[src/rtl/vga_pkg.sv]
// Shared constants and state encoding for the VGA timing generator and its decoder.
package vga_pkg;

  localparam int COLOR_W         = 8;
  localparam int H_ACTIVE_DEF    = 640;
  localparam int H_TOTAL_DEF     = 800;
  localparam int V_ACTIVE_DEF    = 480;
  localparam int V_TOTAL_DEF     = 525;
  localparam int LOCK_FRAMES_DEF = 2;

  typedef enum logic [1:0] {
    ST_SEARCH  = 2'd0,
    ST_MEASURE = 2'd1,
    ST_LOCKED  = 2'd2
  } dec_state_t;

endpackage

[src/rtl/edge_detect.sv]
// Captures one asynchronous-to-logic level and reports registered rise/fall pulses.
module edge_detect (
  input  logic clk,
  input  logic reset,
  input  logic din,
  output logic dly,
  output logic rise,
  output logic fall
);

  logic cap;

  always_ff @(posedge clk) begin
    if (!reset) begin
      cap  <= 1'b0;
      dly  <= 1'b0;
      rise <= 1'b0;
      fall <= 1'b0;
    end else begin
      cap  <= din;
      dly  <= cap;
      rise <= cap & ~dly;
      fall <= ~cap & dly;
    end
  end

endmodule

[src/rtl/vga_sync_decoder.sv]
// Recovers pixels and x/y from a sampled VGA bus, measures line/frame geometry,
// and tracks lock against the expected mode.
module vga_sync_decoder
  import vga_pkg::*;
#(
  parameter int H_ACTIVE    = H_ACTIVE_DEF,
  parameter int H_TOTAL     = H_TOTAL_DEF,
  parameter int V_ACTIVE    = V_ACTIVE_DEF,
  parameter int V_TOTAL     = V_TOTAL_DEF,
  parameter int LOCK_FRAMES = LOCK_FRAMES_DEF
) (
  input  logic               CLOCK_50,
  input  logic               reset,
  input  logic               vga_clk,
  input  logic               vga_hs,
  input  logic               vga_vs,
  input  logic               vga_blank_n,
  input  logic [COLOR_W-1:0] vga_r,
  input  logic [COLOR_W-1:0] vga_g,
  input  logic [COLOR_W-1:0] vga_b,
  output logic               pix_valid,
  output logic [9:0]         pix_x,
  output logic [9:0]         pix_y,
  output logic [COLOR_W-1:0] pix_r,
  output logic [COLOR_W-1:0] pix_g,
  output logic [COLOR_W-1:0] pix_b,
  output logic               frame_start,
  output logic               locked,
  output logic               err_h,
  output logic               err_v
);

  localparam int NUM_SIG = 4;
  localparam int GF_W    = $clog2(LOCK_FRAMES + 1);

  localparam logic [10:0]     H_TOTAL_C  = H_TOTAL[10:0];
  localparam logic [9:0]      H_ACTIVE_C = H_ACTIVE[9:0];
  localparam logic [10:0]     V_TOTAL_C  = V_TOTAL[10:0];
  localparam logic [9:0]      V_ACTIVE_C = V_ACTIVE[9:0];
  localparam logic [GF_W-1:0] GF_LOCK    = LOCK_FRAMES[GF_W-1:0];

  // Lane order: 0 pixel clock, 1 HS, 2 VS, 3 blank_n.
  logic [NUM_SIG-1:0] sig_in, sig_dly, sig_rise, sig_fall;
  assign sig_in = {vga_blank_n, vga_vs, vga_hs, vga_clk};

  for (genvar i = 0; i < NUM_SIG; i++) begin : g_edge
    edge_detect u_edge (
      .clk  (CLOCK_50),
      .reset(reset),
      .din  (sig_in[i]),
      .dly  (sig_dly[i]),
      .rise (sig_rise[i]),
      .fall (sig_fall[i])
    );
  end

  logic unused_edges;
  assign unused_edges = ^{sig_rise[3:1], sig_fall[3], sig_fall[0], sig_dly[2:0]};

  logic ps, hs_fall, vs_fall, blank_q;
  assign ps      = sig_rise[0];
  assign hs_fall = sig_fall[1];
  assign vs_fall = sig_fall[2];
  assign blank_q = sig_dly[3];

  logic [3*COLOR_W-1:0] rgb_q1, rgb_q2;
  logic [10:0]          h_cnt, v_cnt, v_next;
  logic [9:0]           x_cnt, y_cnt, y_next;
  logic [GF_W-1:0]      gf, gf_n;
  logic                 skip_h, h_bad, v_bad, searching;
  dec_state_t           st;

  assign searching = (st == ST_SEARCH);
  assign gf_n      = gf + 1'b1;

  // Vertical blanking lines carry no active pixels, so an empty line is not an error.
  always_comb begin
    y_next = y_cnt;
    v_next = v_cnt;
    if (hs_fall && (x_cnt != 10'd0) && !(&y_cnt)) y_next = y_cnt + 10'd1;
    if (hs_fall && !(&v_cnt))                      v_next = v_cnt + 11'd1;
    h_bad = hs_fall && !skip_h &&
            ((h_cnt != H_TOTAL_C) || ((x_cnt != 10'd0) && (x_cnt != H_ACTIVE_C)));
    v_bad = vs_fall && ((v_next != V_TOTAL_C) || (y_next != V_ACTIVE_C));
  end

  always_ff @(posedge CLOCK_50) begin
    if (!reset) begin
      rgb_q1      <= '0;
      rgb_q2      <= '0;
      h_cnt       <= '0;
      x_cnt       <= '0;
      v_cnt       <= '0;
      y_cnt       <= '0;
      gf          <= '0;
      skip_h      <= 1'b0;
      st          <= ST_SEARCH;
      pix_valid   <= 1'b0;
      pix_x       <= '0;
      pix_y       <= '0;
      pix_r       <= '0;
      pix_g       <= '0;
      pix_b       <= '0;
      frame_start <= 1'b0;
      locked      <= 1'b0;
      err_h       <= 1'b0;
      err_v       <= 1'b0;
    end else begin
      rgb_q1 <= {vga_r, vga_g, vga_b};
      rgb_q2 <= rgb_q1;

      // A strobe coinciding with the clearing edge belongs to the new line.
      if (hs_fall || (searching && vs_fall)) begin
        h_cnt <= ps ? 11'd1 : 11'd0;
        x_cnt <= (ps && blank_q) ? 10'd1 : 10'd0;
      end else begin
        if (ps && !(&h_cnt))            h_cnt <= h_cnt + 11'd1;
        if (ps && blank_q && !(&x_cnt)) x_cnt <= x_cnt + 10'd1;
      end

      if (vs_fall) begin
        v_cnt <= '0;
        y_cnt <= '0;
      end else begin
        v_cnt <= v_next;
        y_cnt <= y_next;
      end

      if (searching && vs_fall) skip_h <= 1'b1;
      else if (hs_fall)         skip_h <= 1'b0;

      pix_valid <= ps && blank_q && !searching;
      if (ps && blank_q && !searching) begin
        pix_x                 <= x_cnt;
        pix_y                 <= y_cnt;
        {pix_r, pix_g, pix_b} <= rgb_q2;
      end

      frame_start <= vs_fall;
      err_h       <= h_bad && !searching;
      err_v       <= v_bad && !searching;
      locked      <= (st == ST_LOCKED);

      case (st)
        ST_SEARCH: begin
          if (vs_fall) begin
            st <= ST_MEASURE;
            gf <= '0;
          end
        end
        ST_MEASURE: begin
          if (h_bad || v_bad) begin
            st <= ST_SEARCH;
          end else if (vs_fall) begin
            gf <= gf_n;
            if (gf_n == GF_LOCK) st <= ST_LOCKED;
          end
        end
        ST_LOCKED: begin
          if (h_bad || v_bad) st <= ST_SEARCH;
        end
        default: st <= ST_SEARCH;
      endcase
    end
  end

endmodule
[config.mk]
export PLATFORM = sky130hd
export DESIGN_NAME = vga_sync_decoder
export DESIGN_NICKNAME = d
export VERILOG_FILES = /design/src/rtl/vga_pkg.sv /design/src/rtl/edge_detect.sv /design/src/rtl/vga_sync_decoder.sv
export SDC_FILE = /design/constraint.sdc
export NUM_CORES = 1
export LEC_CHECK = 0
export BUFFER_PORTS_ARGS = -buffer_cell sky130_fd_sc_hd__buf_4
export CAP_MARGIN = 20
export CORE_MARGIN = 5
export CORE_UTILIZATION = 60
export CTS_BUF_LIST = sky130_fd_sc_hd__clkbuf_4 sky130_fd_sc_hd__clkbuf_8
export DETAILED_ROUTE_END_ITERATION = 16
export PLACE_DENSITY_LB_ADDON = 0.05
export SYNTH_ARGS = -nofsm -noshare
export SYNTH_HDL_FRONTEND = slang
export SYNTH_SLANG_ARGS = --single-unit
[constraint.sdc]
create_clock -name CLOCK_50 -period 3.45 [get_ports CLOCK_50]
set_clock_uncertainty 0.1 [all_clocks]
set_input_delay 0.69 -clock CLOCK_50 [delete_from_list [all_inputs] [get_ports CLOCK_50]]
set_output_delay 0.69 -clock CLOCK_50 [all_outputs]
set_load 0.02 [all_outputs]
==> key figures, run 1 <==
Power
  • Net Sw Frac: 21.5%
  • Peak supply drop: 0.310 mV
  • Pwr/cell area: 453 mW/mm²
  • Clock power share: 39.8%
  • Combinational share of power: 3.0%
  • Reg power frac: 57.2%
  • Pleak: 2.76 nW
  • Net Sw Power: 690 µW
  • P_int: 2.52 mW

STA
  • Final Cycle Share: 79.9%
  • RSZ-0062 raised after global routing: no
  • Relative slew slack: 40.6%
  • Max Clk Rate: 363 MHz
  • Fin. Hold Viols: 0
  • Worst-Margin Slew: 891 ps
  • Setup violations, final: 0
  • Final setup TNS: 0 ps
  • Worst hold slack: 283 ps
  • Crit path time final: 2760 ps
  • Max-slew violation count: 0

Setup path
  • Worst path cell trace: ha_1, and2_1, nand3_4, a2111oi_4, a41oi_2, nor4b_4, nand4b_2, and4b_1
  • Worst reg2reg endpoint: err_v
  • Flop2flop setup slack: 690 ps
  • Critical Path Start: y_cnt[0]
  • Crit Path Category: reg2reg
  • Max stage delay cell, worst path: dfxtp_1
  • Required @ worst endpoint: 3690 ps
  • Critical Path AT: 3000 ps
  • Worst Setup End Kind: register
  • R2R depth: 8
  • Slowest stage delay, CP: 500 ps
  • Crit Reg-Reg Startpoint: y_cnt[0]
  • Startpoint Class: register
  • CP max FO: 7
  • Critical path capture point: err_v

Layout
  • P&R area growth vs syn: 15.2%
  • Fillers: 828
  • Final core utilization: 69.7%
  • Nets: 756
  • Share of cells above drive strength 1: 18.7%
  • # diodes: 0
  • Finished layout cell area: 0.00707 mm²

Drt
  • Via density: 5.26
  • Number of remaining DRC errors: 0
  • Vias: 4557
  • DRT Pass-1 Iters: 4
  • Initial DRC count: 282
  • Number of routed nets with antenna violations: 0
  • Wire per inst: 13.9 µm
  • Final WL: 12.0 mm

Global routing
  • Largest net degree at the start of global routing: 64
  • Total grt overflow: 0
  • GRT Util Overall: 20.2%
  • Initial antenna violation count: 0
  • Global-route wire length before repair: 20.3 mm
  • Number of global-route vias before repair: 4391

Logic synthesis
  • Post-synth ARST share: 0%
  • Largest cells by area after synthesis: dfxtp_1, nand2_1, and2_1
  • Synth Cell Area: 0.00614 mm²
  • Synth warn: 0
  • Register area share after synthesis: 50.6%
  • Cell taking the most area after synthesis: dfxtp_1
  • Mapped Cells: 662
  • Yosys top cell area share: 50.6%
  • FF+latch count, synth: 155
  • Net Count, Synth: 699
  • Main synth FF type: dfxtp_1
  • Most common cell in the netlist: dfxtp_1
  • Avg Inst Size Synth: 9.27 µm²
  • Post-synth top cells: dfxtp_1, nand2_1, and2_1
  • Number of flops mapped to enable cells by yosys: 0
  • Distinct cell type count after synthesis: 63

Placement
  • Cell Area, Placed: 0.00669 mm²
  • Detailed Place HPWL: 8.24 mm
  • RePlAce Congestion: 0.871
  • # port buffers: 78

Floorplan
  • Die X: 111 µm
  • Die Y: 111 µm
  • Initial core utilization: 60.5%
  • Core area: 0.0101 mm²
  • Die ar.: 0.0124 mm²
  • I/O Pins: 79
  • Rows: 37

CTS
  • CTS tree: built
  • Num CTS Buffers: 17
  • TritonCTS Sinks: 155
  • CTS Hold Buffers Added: 0
  • Clock Latency Late Sink: 440 ps
  • Clock tree root driver cell: clkbuf_8
  • H-tree depth: 4
  • Clk pin slew, worst setup/hold paths: 80 ps
  • Clock Path Buffers: 2
  • Post-CTS Setup Inserts: 0
  • CTS resizes: 0

Worst hold path
  • Hold Startpoint: g_edge[0].u_edge.dly
  • Worst hold path type: reg2reg

Status
  • Outcome: finished clean

Run
  • Max_cap viols: 0
[through the flow]
| stage | power (mW) | cells | setup WS, ps |
|---|---|---|---|
| floorplan | 1.94 | 662 | 1040 |
| global placement | 1.97 | 836 | 898 |
| detailed placement | 1.97 | 836 | 724 |
| CTS | 3.24 | 867 | 719 |
| global route | 3.34 | 867 | 545 |
| finish | 3.21 | 867 | 694 |
[cell families after synthesis]
kind of cell | after synthesis | share of synthesized area, %
flops | 155 | 50.6
simple gates | 315 | 26.9
compound gates | 96 | 11.6
xor+xnor | 30 | 4.28
buf+inv | 53 | 4.26
fa+ha+maj | 7 | 1.43
mux | 6 | 0.999
[worst max-delay path: cells and delay by family (launching register included)]
family | cells | cell delay (ps)
compound gates | 2 | 490
fa+ha+maj | 1 | 290
flops | 1 | 500
simple gates | 5 | 1280
[registers in the layout (all words and copies together), names as in the netlist, 4 cells and up]
name               count
g_edge.u_edge.cap      4
g_edge.u_edge.dly      4
h_cnt                 11
pix_b                  8
pix_g                  8
pix_r                  8
pix_x                 10
pix_y                 10
rgb_q1                24
rgb_q2                24
v_cnt                 11
x_cnt                 10
y_cnt                 10
[area by class of cell]
class / instances / area, µm² / area share [%]
flip-flops and latches: 155 / 3100 / 43.9
inverters: 11 / 41.3 / 0.584
repair buffers: 80 / 601 / 8.49
well taps: 136 / 170 / 2.41
clock inverters: 9 / 90.1 / 1.27
clock buffers: 22 / 290 / 4.11
multi-input cells: 454 / 2780 / 39.2
[metal layers]
metal | part of all wire (%) | routed length, µm | up-vias | track usage, %
met2 | 49 | 5870 | 99 | 34.0
met3 | 4.3 | 522 | 19 | 7.15
li1 | - | - | 2322 | -
met4 | 1.9 | 225 | 0 | 7.46
met1 | 45 | 5420 | 2117 | 23.9
met5 | 0 | 0 | - | 0
[cells in the final DEF, fill, tap and decap left out, types with 4 or more instances in the layout]
cell,count
xnor2_1,12
xor2_1,18
a21oi_1,14
ha_1,7
nand4_1,12
and3_1,9
nand3_1,20
nor3_1,8
a31oi_1,8
nor2_1,50
inv_1,11
clkbuf_8,20
o21ai_0,10
a21boi_0,44
nand2_1,113
and2_1,62
and4_1,4
dfxtp_1,155
nor2b_1,5
mux2i_1,5
buf_4,80
[how the worst min path moves through the flow]
stage / endpoint / slack [ps] / cells after the start
2_1_floorplan: g_edge[0].u_edge.rise / 270 / 1
3_3_place_gp: g_edge[0].u_edge.rise / 280 / 1
3_5_place_dp: g_edge[0].u_edge.rise / 270 / 1
4_1_cts: g_edge[0].u_edge.rise / 290 / 1
5_1_grt: rgb_q1[9] / 300 / 2
6_report: g_edge[0].u_edge.rise / 280 / 1
[power by group through the flow]
stage / combinational (mW) / clock (mW) / sequential (mW)
2_1_floorplan: 0.0657 / 0 / 1.87
3_3_place_gp: 0.0957 / 0 / 1.87
3_5_place_dp: 0.0976 / 0 / 1.88
6_report: 0.0972 / 1.28 / 1.83
5_1_grt: 0.110 / 1.39 / 1.84
4_1_cts: 0.0980 / 1.31 / 1.83
Power figures use the tool's default switching activity.
==> run 2, diff against run 1 <==
- ABC_AREA: default -> 1
- CORE_UTILIZATION: 60 -> 54
- clock period: 3.45 -> 2.5 ns (I/O delays scaled with it)
==> run 2 against run 1 <==
Fmax rose by 15%. Combinational power is 110% higher. Area after synthesis is 3.6% lower. Core utilization is 2.7 points lower. First-iteration DRC count grew 57%. Wire length rose by 7.7%. Non-clock buffer count is 23 higher. Critical path type unchanged. Setup slack worse by 580 ps. Critical endpoint is now gf[0]. Sequential power increased by 39%. Sequential cell count unchanged.
==> key figures, run 2 <==
Status
  • Outcome: finished clean

Placement
  • Cell Area, Placed: 0.00669 mm² (about the same)
  • # port buffers: 78 (unchanged)
  • RePlAce Congestion: 0.857 (-1.6%)
  • Detailed Place HPWL: 8.95 mm (+8.7%)

Power
  • Peak supply drop: 0.521 mV (+68%)
  • Total power: 4.58 mW (+43%)
  • Pwr/cell area: 633 mW/mm² (+40%)
  • Pleak: 3.61 nW (+31%)

STA
  • RSZ-0062 raised after global routing: yes
  • Setup violations, final: 0 (unchanged)
  • Max-slew violation count: 0 (unchanged)
  • Crit path time final: 2390 ps (-366 ps)
  • Worst-Margin Slew: 706 ps (-185 ps)
  • Fin. Hold Viols: 0 (unchanged)
  • Max Clk Rate: 418 MHz (+15%)
  • Relative slew slack: 52.8% (+12 points)
  • Final Cycle Share: 95.6% (+16 points)

Setup path
  • Slowest stage delay, CP: 360 ps (-140 ps)
  • Critical Path AT: 2650 ps (-350 ps)
  • Crit path top cell by count: nand2_2
  • Max stage delay cell, worst path: dfxtp_2
  • Startpoint Class: register
  • Worst path cell trace: ha_4, nand2_1, nor3_1, nand2_2, nor2_1, xnor2_1, nand3_1, nor2_1, nand2_1, nand2_2, nand2_2, nand2_2, nand2_2, o21bai_2, nor2_1
  • Flop2flop setup slack: 110 ps (-580 ps)
  • Top delay family on crit path: simple AND/OR/NAND/NOR gates
  • Required @ worst endpoint: 2760 ps (-930 ps)
  • Worst Setup End Kind: register
  • Crit Path Category: reg2reg
  • CP max FO: 5 (-2)
  • WP buf/inv: 0 (unchanged)

Logic synthesis
  • Synth warn: 0 (unchanged)
  • Post-synth top cells: nand2_1, dfxtp_1, nor2_1
  • Main synth FF type: dfxtp_1
  • Avg Inst Size Synth: 7.44 µm² (-20%)
  • Cell taking the most area after synthesis: dfxtp_1
  • Largest cells by area after synthesis: dfxtp_1, nand2_1, nor2_1
  • FF+latch count, synth: 155 (unchanged)
  • Number of flops mapped to enable cells by yosys: 0 (unchanged)
  • Distinct cell type count after synthesis: 32 (-49%)
  • Most common cell in the netlist: nand2_1
  • Yosys top cell area share: 52.5% (+1.9 points)
  • Net Count, Synth: 832 (+19%)
  • Synth Cell Area: 0.00591 mm² (-3.6%)
  • Register area share after synthesis: 52.5% (+1.9 points)
  • Mapped Cells: 795 (+20%)
  • Post-synth ARST share: 0% (unchanged)

Drt
  • Number of remaining DRC errors: 0 (unchanged)
  • Final WL: 13.0 mm (+7.7%)
  • Via density: 4.86 (-7.5%)
  • Initial DRC count: 442 (+57%)
  • Vias: 5069 (+11%)
  • Number of routed nets with antenna violations: 0 (unchanged)
  • DRT Pass-1 Iters: 5 (+1)
  • Wire per inst: 12.4 µm (-10%)

Layout
  • Most common library cell in the layout ignoring fill and taps: nand2_1
  • Regs by FF count: rgb_q1 x24, rgb_q2 x24
  • Final core utilization: 67.0% (-2.7 points)
  • Nets: 927 (+23%)
  • Finished layout cell area: 0.00723 mm² (+2.3%)
  • Share of cells above drive strength 1: 18.7% (-0.026 points)
  • Fillers: 922 (+11%)
  • Commonest cells after routing, fill and taps aside: nand2_1, dfxtp_1, nor2_1
  • # diodes: 0 (unchanged)
  • P&R area growth vs syn: 22.3%

Run
  • Max_cap viols: 0 (unchanged)

Floorplan
  • Die Y: 115 µm (+3.2%)
  • Core area: 0.0108 mm² (+6.5%)
  • Rows: 38 (+2.7%)
  • Die ar.: 0.0131 mm² (+6.4%)
  • Die X: 115 µm (+3.2%)
  • I/O Pins: 79 (unchanged)
  • Initial core utilization: 54.8% (-5.7 points)

CTS
  • CTS tree: built
  • Clock Latency Late Sink: 450 ps (about the same)
  • Clk pin slew, worst setup/hold paths: 90 ps (about the same)
  • H-tree depth: 4 (unchanged)
  • TritonCTS Sinks: 155 (unchanged)
  • Clock tree root driver cell: clkbuf_8
  • Num CTS Buffers: 17 (unchanged)
  • Clock Path Buffers: 2 (unchanged)

Global routing
  • GRT Util Overall: 20.4% (+0.13 points)
  • Largest net degree at the start of global routing: 92 (+44%)
  • Global-route wire length before repair: 21.4 mm (+5.2%)
  • Total grt overflow: 0 (unchanged)
  • Initial antenna violation count: 0 (unchanged)
  • Number of global-route vias before repair: 4677 (+6.5%)

Worst hold path
  • Worst hold path type: in2reg
run 2: worst min-delay path, delay by kind of cell:
family | cells | cell delay, ps
buffers and inverters | 2 | 110
AND/OR/NAND/NOR | 1 | 40
run 2: layout make-up:
| class | instances | area (µm²) | share of cell area [%] |
|---|---|---|---|
| Clock buffer | 19 | 262 | 3.62 |
| Inverter | 127 | 477 | 6.59 |
| Timing Repair Buffer | 103 | 791 | 10.9 |
| Tap cell | 140 | 175 | 2.42 |
| Multi-Input combinational cell | 486 | 2280 | 31.6 |
| Sequential cell | 155 | 3110 | 43.0 |
| Clock inverter | 13 | 131 | 1.82 |
run 2: cell families after synthesis:
group | share of synthesized area, %
and+or+nand+nor | 25.3
adders and majority gates | 1.48
DFF | 52.5
AOI/OAI and AO/OA | 9.73
buffers and inverters | 10.0
xor gates and xnor gates | 1.04
run 2: path summary, 6_finish.rpt:
| check | from | endpoint | cells past startpoint |
|---|---|---|---|
| setup / recovery | v_cnt[0] | gf[0] | 15 |
| hold / removal | vga_g[0] | rgb_q1[8] | 3 |
| setup reg to reg | v_cnt[0] | gf[0] | 15 |
| hold reg to reg | g_edge[0].u_edge.dly | g_edge[0].u_edge.rise | 1 |
run 2: report_power, final:
part | switching (mW) | total [mW] | internal (mW)
logic | 0.120 | 0.203 | 0.0828
clock network | 0.966 | 1.83 | 0.866
registers | 0.0223 | 2.54 | 2.52
run 2: what timing repair did:
action                                  CTS  global route
gates resized for setup                   0            27
hold buffers                              0             0
setup buffers                             0            10
endpoints found under the setup margin    0             4
run 2: metal layers:
layer,vias up,wire [µm],part of all wire [%],GRT usage (%)
li1,2654,-,-,-
met1,2251,5680,44,24.4
met4,0,237,1.8,6.89
met5,-,0,0,0
met3,31,847,6.5,7.14
met2,133,6200,48,34.1
run 2: per-stage QoR:
stage / setup TNS, ps / setup slack [ps] / hold WS [ps] / cells
3_3_place_gp: 0 / 138 / 275 / 1000
5_1_grt: -80.1 / -30.4 / 104 / 1043
2_1_floorplan: 0 / 325 / 268 / 795
6_report: 0 / 110 / 122 / 1043
3_5_place_dp: 0 / 32.1 / 282 / 1000
4_1_cts: 0 / 13.4 / 97.7 / 1032
